$ cat config.mk
export PLATFORM = sky130hd
export DESIGN_NAME = stopwatch_counter_flat
export DESIGN_NICKNAME = d
export VERILOG_FILES = /design/src/rtl/stopwatch_pkg.sv /design/src/rtl/stopwatch_counter_if.sv /design/src/rtl/stopwatch_counter_tick_gen.sv /design/src/rtl/stopwatch_counter.sv /design/src/flat_wrapper.sv
export SDC_FILE = /design/constraint.sdc
export NUM_CORES = 1
export LEC_CHECK = 0
export CORE_MARGIN = 2
export CORE_UTILIZATION = 40
export CTS_BUF_LIST = sky130_fd_sc_hd__clkbuf_8
export DETAILED_ROUTE_END_ITERATION = 10
export GPL_ROUTABILITY_DRIVEN = 0
export PLACE_DENSITY_LB_ADDON = 0.25
export SYNTH_ARGS = -nofsm -noshare
export SYNTH_HDL_FRONTEND = slang
export SYNTH_HIERARCHICAL = 1
export SYNTH_SLANG_ARGS = --single-unit
$ cat constraint.sdc
create_clock -name clk -period 8.75 [get_ports clk]
set_input_delay 1.3125 -clock clk [delete_from_list [all_inputs] [get_ports clk]]
set_output_delay 1.3125 -clock clk [all_outputs]
set_load 0.1 [all_outputs]
$ cat src/rtl/stopwatch_pkg.sv
// Shared stopwatch constants: run-mode encoding and the default prescale ratio.
// The control FSM and the counter both import this package.
package stopwatch_pkg;

    localparam int TICK_DIV_DEFAULT = 50_000_000;

    typedef enum logic [1:0] {
        MODE_DOWN = 2'b00,
        MODE_CLR  = 2'b01,
        MODE_UP   = 2'b10,
        MODE_STOP = 2'b11
    } mode_e;

    typedef struct packed {
        logic [2:0] min_tens;
        logic [3:0] min_ones;
        logic [2:0] sec_tens;
        logic [3:0] sec_ones;
    } bcd_time_t;

    localparam bcd_time_t TIME_ZERO = '0;
    localparam bcd_time_t TIME_ONE  = '{min_tens: 3'd0, min_ones: 4'd0, sec_tens: 3'd0, sec_ones: 4'd1};
    localparam bcd_time_t TIME_MAX  = '{min_tens: 3'd5, min_ones: 4'd9, sec_tens: 3'd5, sec_ones: 4'd9};

endpackage

$ cat src/rtl/stopwatch_counter_if.sv
// Control/display bundle between the stopwatch control FSM (master) and the
// counter (slave): run mode and add-5 level in, BCD time and event pulses out.
interface stopwatch_counter_if;

    logic [1:0] mode;
    logic       l;
    logic [3:0] sec_ones;
    logic [2:0] sec_tens;
    logic [3:0] min_ones;
    logic [2:0] min_tens;
    logic       tick;
    logic       done;
    logic       wrap;

    modport master (
        output mode, l,
        input  sec_ones, sec_tens, min_ones, min_tens, tick, done, wrap
    );

    modport slave (
        input  mode, l,
        output sec_ones, sec_tens, min_ones, min_tens, tick, done, wrap
    );

endinterface

$ cat src/rtl/stopwatch_counter_tick_gen.sv
// Prescaler 0..TICK_DIV-1 with enable and synchronous clear; tick is combinational
// on the terminal count while enabled. No backpressure: free-running when enabled.
module tick_gen #(
    parameter int TICK_DIV = 4
) (
    input  logic clk,
    input  logic r,
    input  logic en,
    input  logic clr,
    output logic tick
);

    localparam int CW = $clog2(TICK_DIV);
    localparam logic [CW-1:0] LAST = CW'(TICK_DIV - 1);

    logic [CW-1:0] cnt;

    assign tick = en & (cnt == LAST);

    always_ff @(posedge clk or negedge r) begin
        if (!r) begin
            cnt <= '0;
        end else if (clr) begin
            cnt <= '0;
        end else if (en) begin
            cnt <= tick ? '0 : cnt + CW'(1);
        end
    end

endmodule

$ cat src/rtl/stopwatch_counter.sv
// MM:SS BCD stopwatch: up/down count on prescaled ticks, clear, and edge-triggered add-5.
// Time is registered (1 cycle); tick/done/wrap are same-cycle pulses. No backpressure.
module stopwatch_counter
    import stopwatch_pkg::*;
#(
    parameter int TICK_DIV = TICK_DIV_DEFAULT
) (
    input  logic                clk,
    input  logic                r,
    stopwatch_counter_if.slave  sw
);

    bcd_time_t cur;
    bcd_time_t nxt;
    logic      l_d;
    logic      is_up;
    logic      is_down;
    logic      is_clr;
    logic      at_zero;
    logic      pre_en;
    logic      pre_clr;
    logic      tick;

    function automatic bcd_time_t bcd_inc(input bcd_time_t t);
        bcd_time_t n;
        n = t;
        if (t.sec_ones != 4'd9) begin
            n.sec_ones = t.sec_ones + 4'd1;
        end else begin
            n.sec_ones = 4'd0;
            if (t.sec_tens != 3'd5) begin
                n.sec_tens = t.sec_tens + 3'd1;
            end else begin
                n.sec_tens = 3'd0;
                if (t.min_ones != 4'd9) begin
                    n.min_ones = t.min_ones + 4'd1;
                end else begin
                    n.min_ones = 4'd0;
                    n.min_tens = (t.min_tens == 3'd5) ? 3'd0 : t.min_tens + 3'd1;
                end
            end
        end
        return n;
    endfunction

    // Only reached with a non-zero time, so the borrow chain never underflows.
    function automatic bcd_time_t bcd_dec(input bcd_time_t t);
        bcd_time_t n;
        n = t;
        if (t.sec_ones != 4'd0) begin
            n.sec_ones = t.sec_ones - 4'd1;
        end else begin
            n.sec_ones = 4'd9;
            if (t.sec_tens != 3'd0) begin
                n.sec_tens = t.sec_tens - 3'd1;
            end else begin
                n.sec_tens = 3'd5;
                if (t.min_ones != 4'd0) begin
                    n.min_ones = t.min_ones - 4'd1;
                end else begin
                    n.min_ones = 4'd9;
                    n.min_tens = t.min_tens - 3'd1;
                end
            end
        end
        return n;
    endfunction

    // Carry case: force units to 9 and reuse the increment chain for the carry.
    function automatic bcd_time_t bcd_add5(input bcd_time_t t);
        bcd_time_t n;
        bcd_time_t c;
        if (t.min_tens == 3'd5 && t.min_ones == 4'd9 && t.sec_tens == 3'd5 && t.sec_ones >= 4'd5) begin
            n = TIME_MAX;
        end else if (t.sec_ones < 4'd5) begin
            n = t;
            n.sec_ones = t.sec_ones + 4'd5;
        end else begin
            c = t;
            c.sec_ones = 4'd9;
            n = bcd_inc(c);
            n.sec_ones = t.sec_ones - 4'd5;
        end
        return n;
    endfunction

    assign is_up   = (sw.mode == MODE_UP);
    assign is_down = (sw.mode == MODE_DOWN);
    assign is_clr  = (sw.mode == MODE_CLR);
    assign at_zero = (cur == TIME_ZERO);

    // A down count parked at 00:00 keeps the prescaler cleared so nothing fires.
    assign pre_en  = is_up | (is_down & ~at_zero);
    assign pre_clr = is_clr | (is_down & at_zero);

    tick_gen #(
        .TICK_DIV (TICK_DIV)
    ) u_tick_gen (
        .clk  (clk),
        .r    (r),
        .en   (pre_en),
        .clr  (pre_clr),
        .tick (tick)
    );

    always_comb begin
        nxt = cur;
        if (is_clr) begin
            if (!sw.l) begin
                nxt = TIME_ZERO;
            end else if (!l_d) begin
                nxt = bcd_add5(cur);
            end
        end else if (tick) begin
            nxt = is_up ? bcd_inc(cur) : bcd_dec(cur);
        end
    end

    always_ff @(posedge clk or negedge r) begin
        if (!r) begin
            cur <= TIME_ZERO;
            l_d <= 1'b0;
        end else begin
            cur <= nxt;
            l_d <= sw.l;
        end
    end

    assign sw.sec_ones = cur.sec_ones;
    assign sw.sec_tens = cur.sec_tens;
    assign sw.min_ones = cur.min_ones;
    assign sw.min_tens = cur.min_tens;
    assign sw.tick     = tick;
    assign sw.done     = tick & is_down & (cur == TIME_ONE);
    assign sw.wrap     = tick & is_up & (cur == TIME_MAX);

endmodule

$ cat src/flat_wrapper.sv
// flat-port wrapper written by rule: the top's interface ports become plain ports
module stopwatch_counter_flat import stopwatch_pkg::*;
#(
    parameter int TICK_DIV = TICK_DIV_DEFAULT
)
  (clk, r, sw_mode, sw_l, sw_sec_ones, sw_sec_tens, sw_min_ones, sw_min_tens, sw_tick, sw_done, sw_wrap);
  stopwatch_counter_if sw_i ();
  input  logic clk;
  input  logic r;
  input wire logic [$bits(sw_i.mode)-1:0] sw_mode;
  input wire logic [$bits(sw_i.l)-1:0] sw_l;
  output wire logic [$bits(sw_i.sec_ones)-1:0] sw_sec_ones;
  output wire logic [$bits(sw_i.sec_tens)-1:0] sw_sec_tens;
  output wire logic [$bits(sw_i.min_ones)-1:0] sw_min_ones;
  output wire logic [$bits(sw_i.min_tens)-1:0] sw_min_tens;
  output wire logic [$bits(sw_i.tick)-1:0] sw_tick;
  output wire logic [$bits(sw_i.done)-1:0] sw_done;
  output wire logic [$bits(sw_i.wrap)-1:0] sw_wrap;
  assign sw_i.mode = sw_mode;
  assign sw_i.l = sw_l;
  assign sw_sec_ones = sw_i.sec_ones;
  assign sw_sec_tens = sw_i.sec_tens;
  assign sw_min_ones = sw_i.min_ones;
  assign sw_min_tens = sw_i.min_tens;
  assign sw_tick = sw_i.tick;
  assign sw_done = sw_i.done;
  assign sw_wrap = sw_i.wrap;
  stopwatch_counter #(.TICK_DIV(TICK_DIV)) u_core (.clk(clk), .r(r), .sw(sw_i));
endmodule
# Word level (Yosys, flattened, before mapping)
# Index checks and enable logic that the tools add are counted.
# word_totals
reg_bits,41
inputBits,5
output_inout_bits,17
wordCells,83
# classes
add_sub_neg,11
n_lt_le_gt_ge,2
n_eq_ne,17
n_mux,23
bitwise,10
reduce_logical,14
# ops
op,n
14-bit 2-to-1 mux,7
26-bit 2-to-1 mux,3
"26-bit by 1-bit adder with 26-bit output, second input constant",1
"26-bit equality test, second input constant",1
10-bit 2-to-1 mux,2
4-bit 2-to-1 mux,4
3-bit 2-to-1 mux,5
"14-bit by 1-bit equality test with 1-bit output, second input constant",1
"14-bit equality test, second input constant",1
14-bit zero test,1
7-bit 2-to-1 mux,2
"4-bit != test, second input constant",3
"3-bit by 1-bit != test with 1-bit output, second input constant",3
"3-bit != test, second input constant",3
"4-bit by 1-bit adder with 4-bit output, second input constant",2
4-bit nonzero test,2
"4-bit by 1-bit subtractor with 4-bit output, second input constant",2
1-bit AND,7
7-bit AND reduction,1
"3-bit by 1-bit adder with 3-bit output, second input constant",2
"3-bit equality test, second input constant",2
6-bit AND reduction,1
"3-bit by 1-bit subtractor with 3-bit output, second input constant",2
5-bit AND reduction,1
14 further kinds,18

# Longest topological paths before layout
# depth
word_depth,9
depth_mapped,15
depth_no_buf,14

# Hierarchy
# Netlist, hierarchy kept.
# modules_own_cells
mod,instances,cells_each,area_per_inst_um2,seq_area_each_um2
stopwatch_counter,1,218,1814.2,375.4
tick_gen,1,157,1492.7,650.6

# Worst setup path after synthesis
# OpenSTA, ideal clock, no wires.
# synth_timing
path_type,input port to output port
from,in sw_mode[0]
to,out sw_wrap
arrival_ps,6416
setup_slack_ps,1021
stages,10
n_path_buf,1
cell_sequence,inv_1 > ha_1 > clkbuf_1 > a21o_1 > nor4b_1 > and4_1 > nand2_1 > inv_1 > nand2_1 > nor4bb_1
# synth_via
elab_chain_len,6
# synth_rtl
element,line,source
from (decl),flat_wrapper.sv:10,input wire logic [$bits(sw_i.mode)-1:0] sw_mode;
2-bit zero test,stopwatch_counter.sv:88,assign is_down = (sw.mode == MODE_DOWN);
1-bit AND,stopwatch_counter.sv:93,assign pre_en = is_up | (is_down & ~at_zero);
1-bit OR *,stopwatch_counter.sv:93,
named net u_core.pre_en,stopwatch_counter.sv:20,logic pre_en;
1-bit AND *,stopwatch_counter_tick_gen.sv:18,assign tick = en & (cnt == LAST);
named net sw_tick,flat_wrapper.sv:16,output wire logic [$bits(sw_i.tick)-1:0] sw_tick;
1-bit AND * (2 in a row),stopwatch_counter.sv:135,assign sw.wrap = tick & is_up & (cur == TIME_MAX);
to (decl),flat_wrapper.sv:18,output wire logic [$bits(sw_i.wrap)-1:0] sw_wrap;
# The timed path passes the listed nets; every way through them passes the cells marked *.

# Worst setup path after layout
# layout_timing
from,in sw_mode[0]
to,out sw_done
# layout_via
elab_chain_len,6
# layout_rtl
element,line,source
2-bit zero test,stopwatch_counter.sv:88,
1-bit AND,stopwatch_counter.sv:93,
1-bit OR *,stopwatch_counter.sv:93,
named net u_core.pre_en,stopwatch_counter.sv:20,
1-bit AND *,stopwatch_counter_tick_gen.sv:18,
1-bit AND * (2 in a row),stopwatch_counter.sv:134,assign sw.done = tick & is_down & (cur == TIME_ONE);
to (decl),flat_wrapper.sv:17,output wire logic [$bits(sw_i.done)-1:0] sw_done;
# Marked as above.

==> run_results.csv <==
group,metric,value,unit
clock_tree,number_of_clock_sinks_seen_by_cts,41,
timing,fmax,151,MHz
yosys,synth_enable_flop_cells,0,
power_and_ir_drop,vdd_ir_drop_max,121,µV
clock_tree,worst_skew_pair.late_latency,0.30,ns
global_routing,grt_overflow_total,0,
power_and_ir_drop,p_leak,1.47,nW
clock_tree,cts.htree.levels,2,
die,floorplan.io_pins,22,
placement,dp_hpwl,5730,µm
worst_setup_path,crit_path_top_delay_cell,"sky130_fd_sc_hd__clkdlybuf4s50_1",
final_layout,n_antenna_cell,0,
global_routing,grt_first_pass_wirelength,13200,µm
clock_tree,total_setup_buffers_inserted_after_cts,0,
timing,whs,0.544,ns
yosys,synthesis.nets,393,
worst_setup_path,timing.reg2reg.setup_slack,4.94,ns
worst_setup_path,worst-setup-path-type,"in2out",
worst_setup_path,timing.critical_path.buf_inv,4,
die,start_util,0.407,
yosys,ys_types,80,
clock_tree,cts-root-buf,"sky130_fd_sc_hd__clkbuf_8",
yosys,syn_area_per_cell,8.82,µm²
timing,worst_margin_pin_slew,1.01,ns
worst_setup_path,path_delay_family,"buffers and inverters",
route,vias,2914,
timing,hold_violations,0,
final_layout,growth_of_design_area_from_synthesis_to_finish,10.4,%
yosys,post-synth-top-area-cell,"sky130_fd_sc_hd__dfrtp_1",
final_layout,design_area,3650,µm²
worst_setup_path,r2r-start,"u_core/sw.min_ones[1]",
worst_setup_path,crit-reg2reg-capture,"u_core/sw.min_tens[1]",
clock_tree,clock_tree.buffer_depth,2,
power_and_ir_drop,p_per_area,271,nW/µm²
timing,rsz0062_at_grt,"false",
global_routing,grt_antenna_before_repair,0,
route,detail_route.vias_per_cell,5.95,
die,fp-row-count,33,
timing,tns,0,ns
timing,post-route-period-util,0.756,
route,drt_first_pass_iters,7,
worst_setup_path,worst-r2r-cell-count,14,
placement,port_buffers,21,
die,core_area,8130,µm²
route,dr.first_iter.drc_count,204,
clock_tree,cts_made_buffers,5,
yosys,synth_async_sr_flop_share,1.00,
clock_tree,postCtsResizedCells,0,
yosys,ys_seq_area_frac,0.310,
worst_setup_path,worstPathRequired,7.44,ns
final_layout,layout_common_cells,"41 x sky130_fd_sc_hd__dfrtp_1, 37 x sky130_fd_sc_hd__nor2_1, 28 x sky130_fd_sc_hd__nand2_1",
route,detail_route.wl_per_cell,16.5,µm
clock_tree,clock_pin_slew_on_the_worst_setup_and_hold_paths,0.08,ns
route,ant_nets,0,
final_layout,filler_cell_count,812,
yosys,synth_top_area_frac,0.310,
die,die_width,94.9,µm
yosys,synth.area.top_cells,"sky130_fd_sc_hd__dfrtp_1 31%, sky130_fd_sc_hd__ha_1 4.9%, sky130_fd_sc_hd__nor2_1 4.2%",
global_routing,track_usage,0.186,
timing,final-max-slew-violation-count,0,
die,fp.dieArea,9010,µm²
timing,report.final.setup_viol,0,
final_layout,final_layout_size_suffix_gt1_frac,0.0961,
final_layout,nets,402,
clock_tree,holdBufCountCts,0,
yosys,post_synth_inst_count,375,
timing,slew_headroom,0.325,
worst_setup_path,worstPathArrival,5.30,ns
global_routing,maximum_number_of_pins_on_one_net_before_global_route_repair,42,
job,max_cap_violations,0,
worst_setup_path,start_kind,"input pin",
worst_setup_path,timing.critical_path.from,"sw_mode[0]",
worst_setup_path,worst-path-stages,11,
final_layout,final_util,0.449,
route,detail_route.wirelength,8100,µm
timing,timing.clock.skew,0.00764,ns
placement,post_dp_cell_area,3530,µm²
status,run_status,"finished, final reports clean",
clock_tree,cts_tree,"yes",
yosys,synth_seq_cells,41,
global_routing,first_global_vias,2692,
yosys,ys_warn_count,6,
route,route.detailed.drc,0,
final_layout,most_common_cell_after_layout_fill_and_taps_aside,"sky130_fd_sc_hd__dfrtp_1",
yosys,yosys_most_used_dff,"sky130_fd_sc_hd__dfrtp_1",
die,die_h,94.9,µm
worst_setup_path,sort_of_element_at_the_end_of_the_critical_path,"primary output",
worst_setup_path,critPathCapture,"sw_done",
worst_setup_path,critPathMaxStageDelay,1.21,ns
yosys,synth.cell_area,3310,µm²
min_path,hold_crit_path_type,"reg2reg",
worst_setup_path,worstPathCellList,"clkdlybuf4s50_1 -> inv_1 -> ha_1 -> a21o_1 -> nor4b_1 -> and4_1 -> nand2_1 -> inv_1 -> nand2_1 -> nor4_1 -> clkdlybuf4s50_1",
timing,finalCriticalPeriod,6.61,ns
worst_setup_path,critical_path_peak_fanout,15,
## power by group
part	switching, mW	leakage (nW)	internal, mW
registers	0.0928	0.539	0.219
clock network	0.0681	0.0626	0.0919
logic	0.347	0.872	0.172
## flip-flops by register name, summed over array words and instances (netlist names)
signal                 count
u_core/sw.sec_tens         3
u_core/sw.min_tens         3
u_core/sw.min_ones         4
u_core/sw.sec_ones         4
u_core/l_d                 1
u_core/u_tick_gen/cnt     26
## kinds of logic after synthesis
kind of cell             Yosys count  share of synthesized area
AO/OA/AOI/OAI                     91                      0.199
XOR/XNOR                          22                     0.0583
adder cells (fa/ha/maj)           13                     0.0492
buffers and inverters             33                     0.0488
flip-flops                        41                      0.310
multiplexers                       8                     0.0272
AND/OR/NAND/NOR                  167                      0.307
## worst min-delay path: stages (launching register included)
cell and delay, ns:
sky130_fd_sc_hd__dfrtp_1 0.36, sky130_fd_sc_hd__xor2_1 0.08, sky130_fd_sc_hd__nor2_2 0.07
## stage by stage
| step | power (mW) | setup slack (ns) | cells |
|---|---|---|---|
| 2_1_floorplan | 0.731 | 1.02 | 375 |
| 3_3_place_gp | 0.825 | 2.29 | 482 |
| 3_5_place_dp | 0.828 | 2.18 | 482 |
| 4_1_cts | 0.992 | 2.17 | 490 |
| 5_1_grt | 1.05 | 1.82 | 490 |
| 6_report | 0.991 | 2.14 | 490 |
## worst min-delay path by stage
stage	from	end	slack [ns]	depth (start not counted)
2_1_floorplan	u_core/u_tick_gen/cnt[25]	u_core/u_tick_gen/cnt[25]	0.50	2
3_3_place_gp	u_core/u_tick_gen/cnt[25]	u_core/u_tick_gen/cnt[25]	0.52	2
3_5_place_dp	u_core/u_tick_gen/cnt[25]	u_core/u_tick_gen/cnt[25]	0.53	2
4_1_cts	u_core/u_tick_gen/cnt[25]	u_core/u_tick_gen/cnt[25]	0.55	2
5_1_grt	u_core/u_tick_gen/cnt[24]	u_core/u_tick_gen/cnt[24]	0.59	2
6_report	u_core/u_tick_gen/cnt[25]	u_core/u_tick_gen/cnt[25]	0.54	2
## area by class of cell
class / count / area [µm²] / share of cell area
clock buffers: 6 / 82.6 / 0.0226
clock inverters: 2 / 33.8 / 0.00925
inverters: 14 / 52.6 / 0.0144
multi-input cells: 301 / 2120 / 0.581
flip-flops and latches: 41 / 1030 / 0.281
well taps: 105 / 131 / 0.0360
repair buffers: 21 / 205 / 0.0562
## layer usage
layer,track usage,vias to the layer above,part of all wire
met5,0,-,0
met4,0.0507,0,0.0094
met3,0.0343,9,0.048
met2,0.277,77,0.45
met1,0.276,1424,0.49
li1,-,1404,-
## Yosys cell counts, types with 7 or more instances
cell type,instances
sky130_fd_sc_hd__a21oi_1,17
sky130_fd_sc_hd__inv_1,14
sky130_fd_sc_hd__nor3_1,10
sky130_fd_sc_hd__dfrtp_1,41
sky130_fd_sc_hd__o211ai_1,7
sky130_fd_sc_hd__buf_2,9
sky130_fd_sc_hd__xnor2_1,8
sky130_fd_sc_hd__nand4_1,9
sky130_fd_sc_hd__o21ai_0,14
sky130_fd_sc_hd__nand3_1,19
sky130_fd_sc_hd__nand2_1,28
sky130_fd_sc_hd__nor2_1,37
sky130_fd_sc_hd__ha_1,13
sky130_fd_sc_hd__xor2_1,14
No activity file was read; power rests on OpenSTA's default activity.
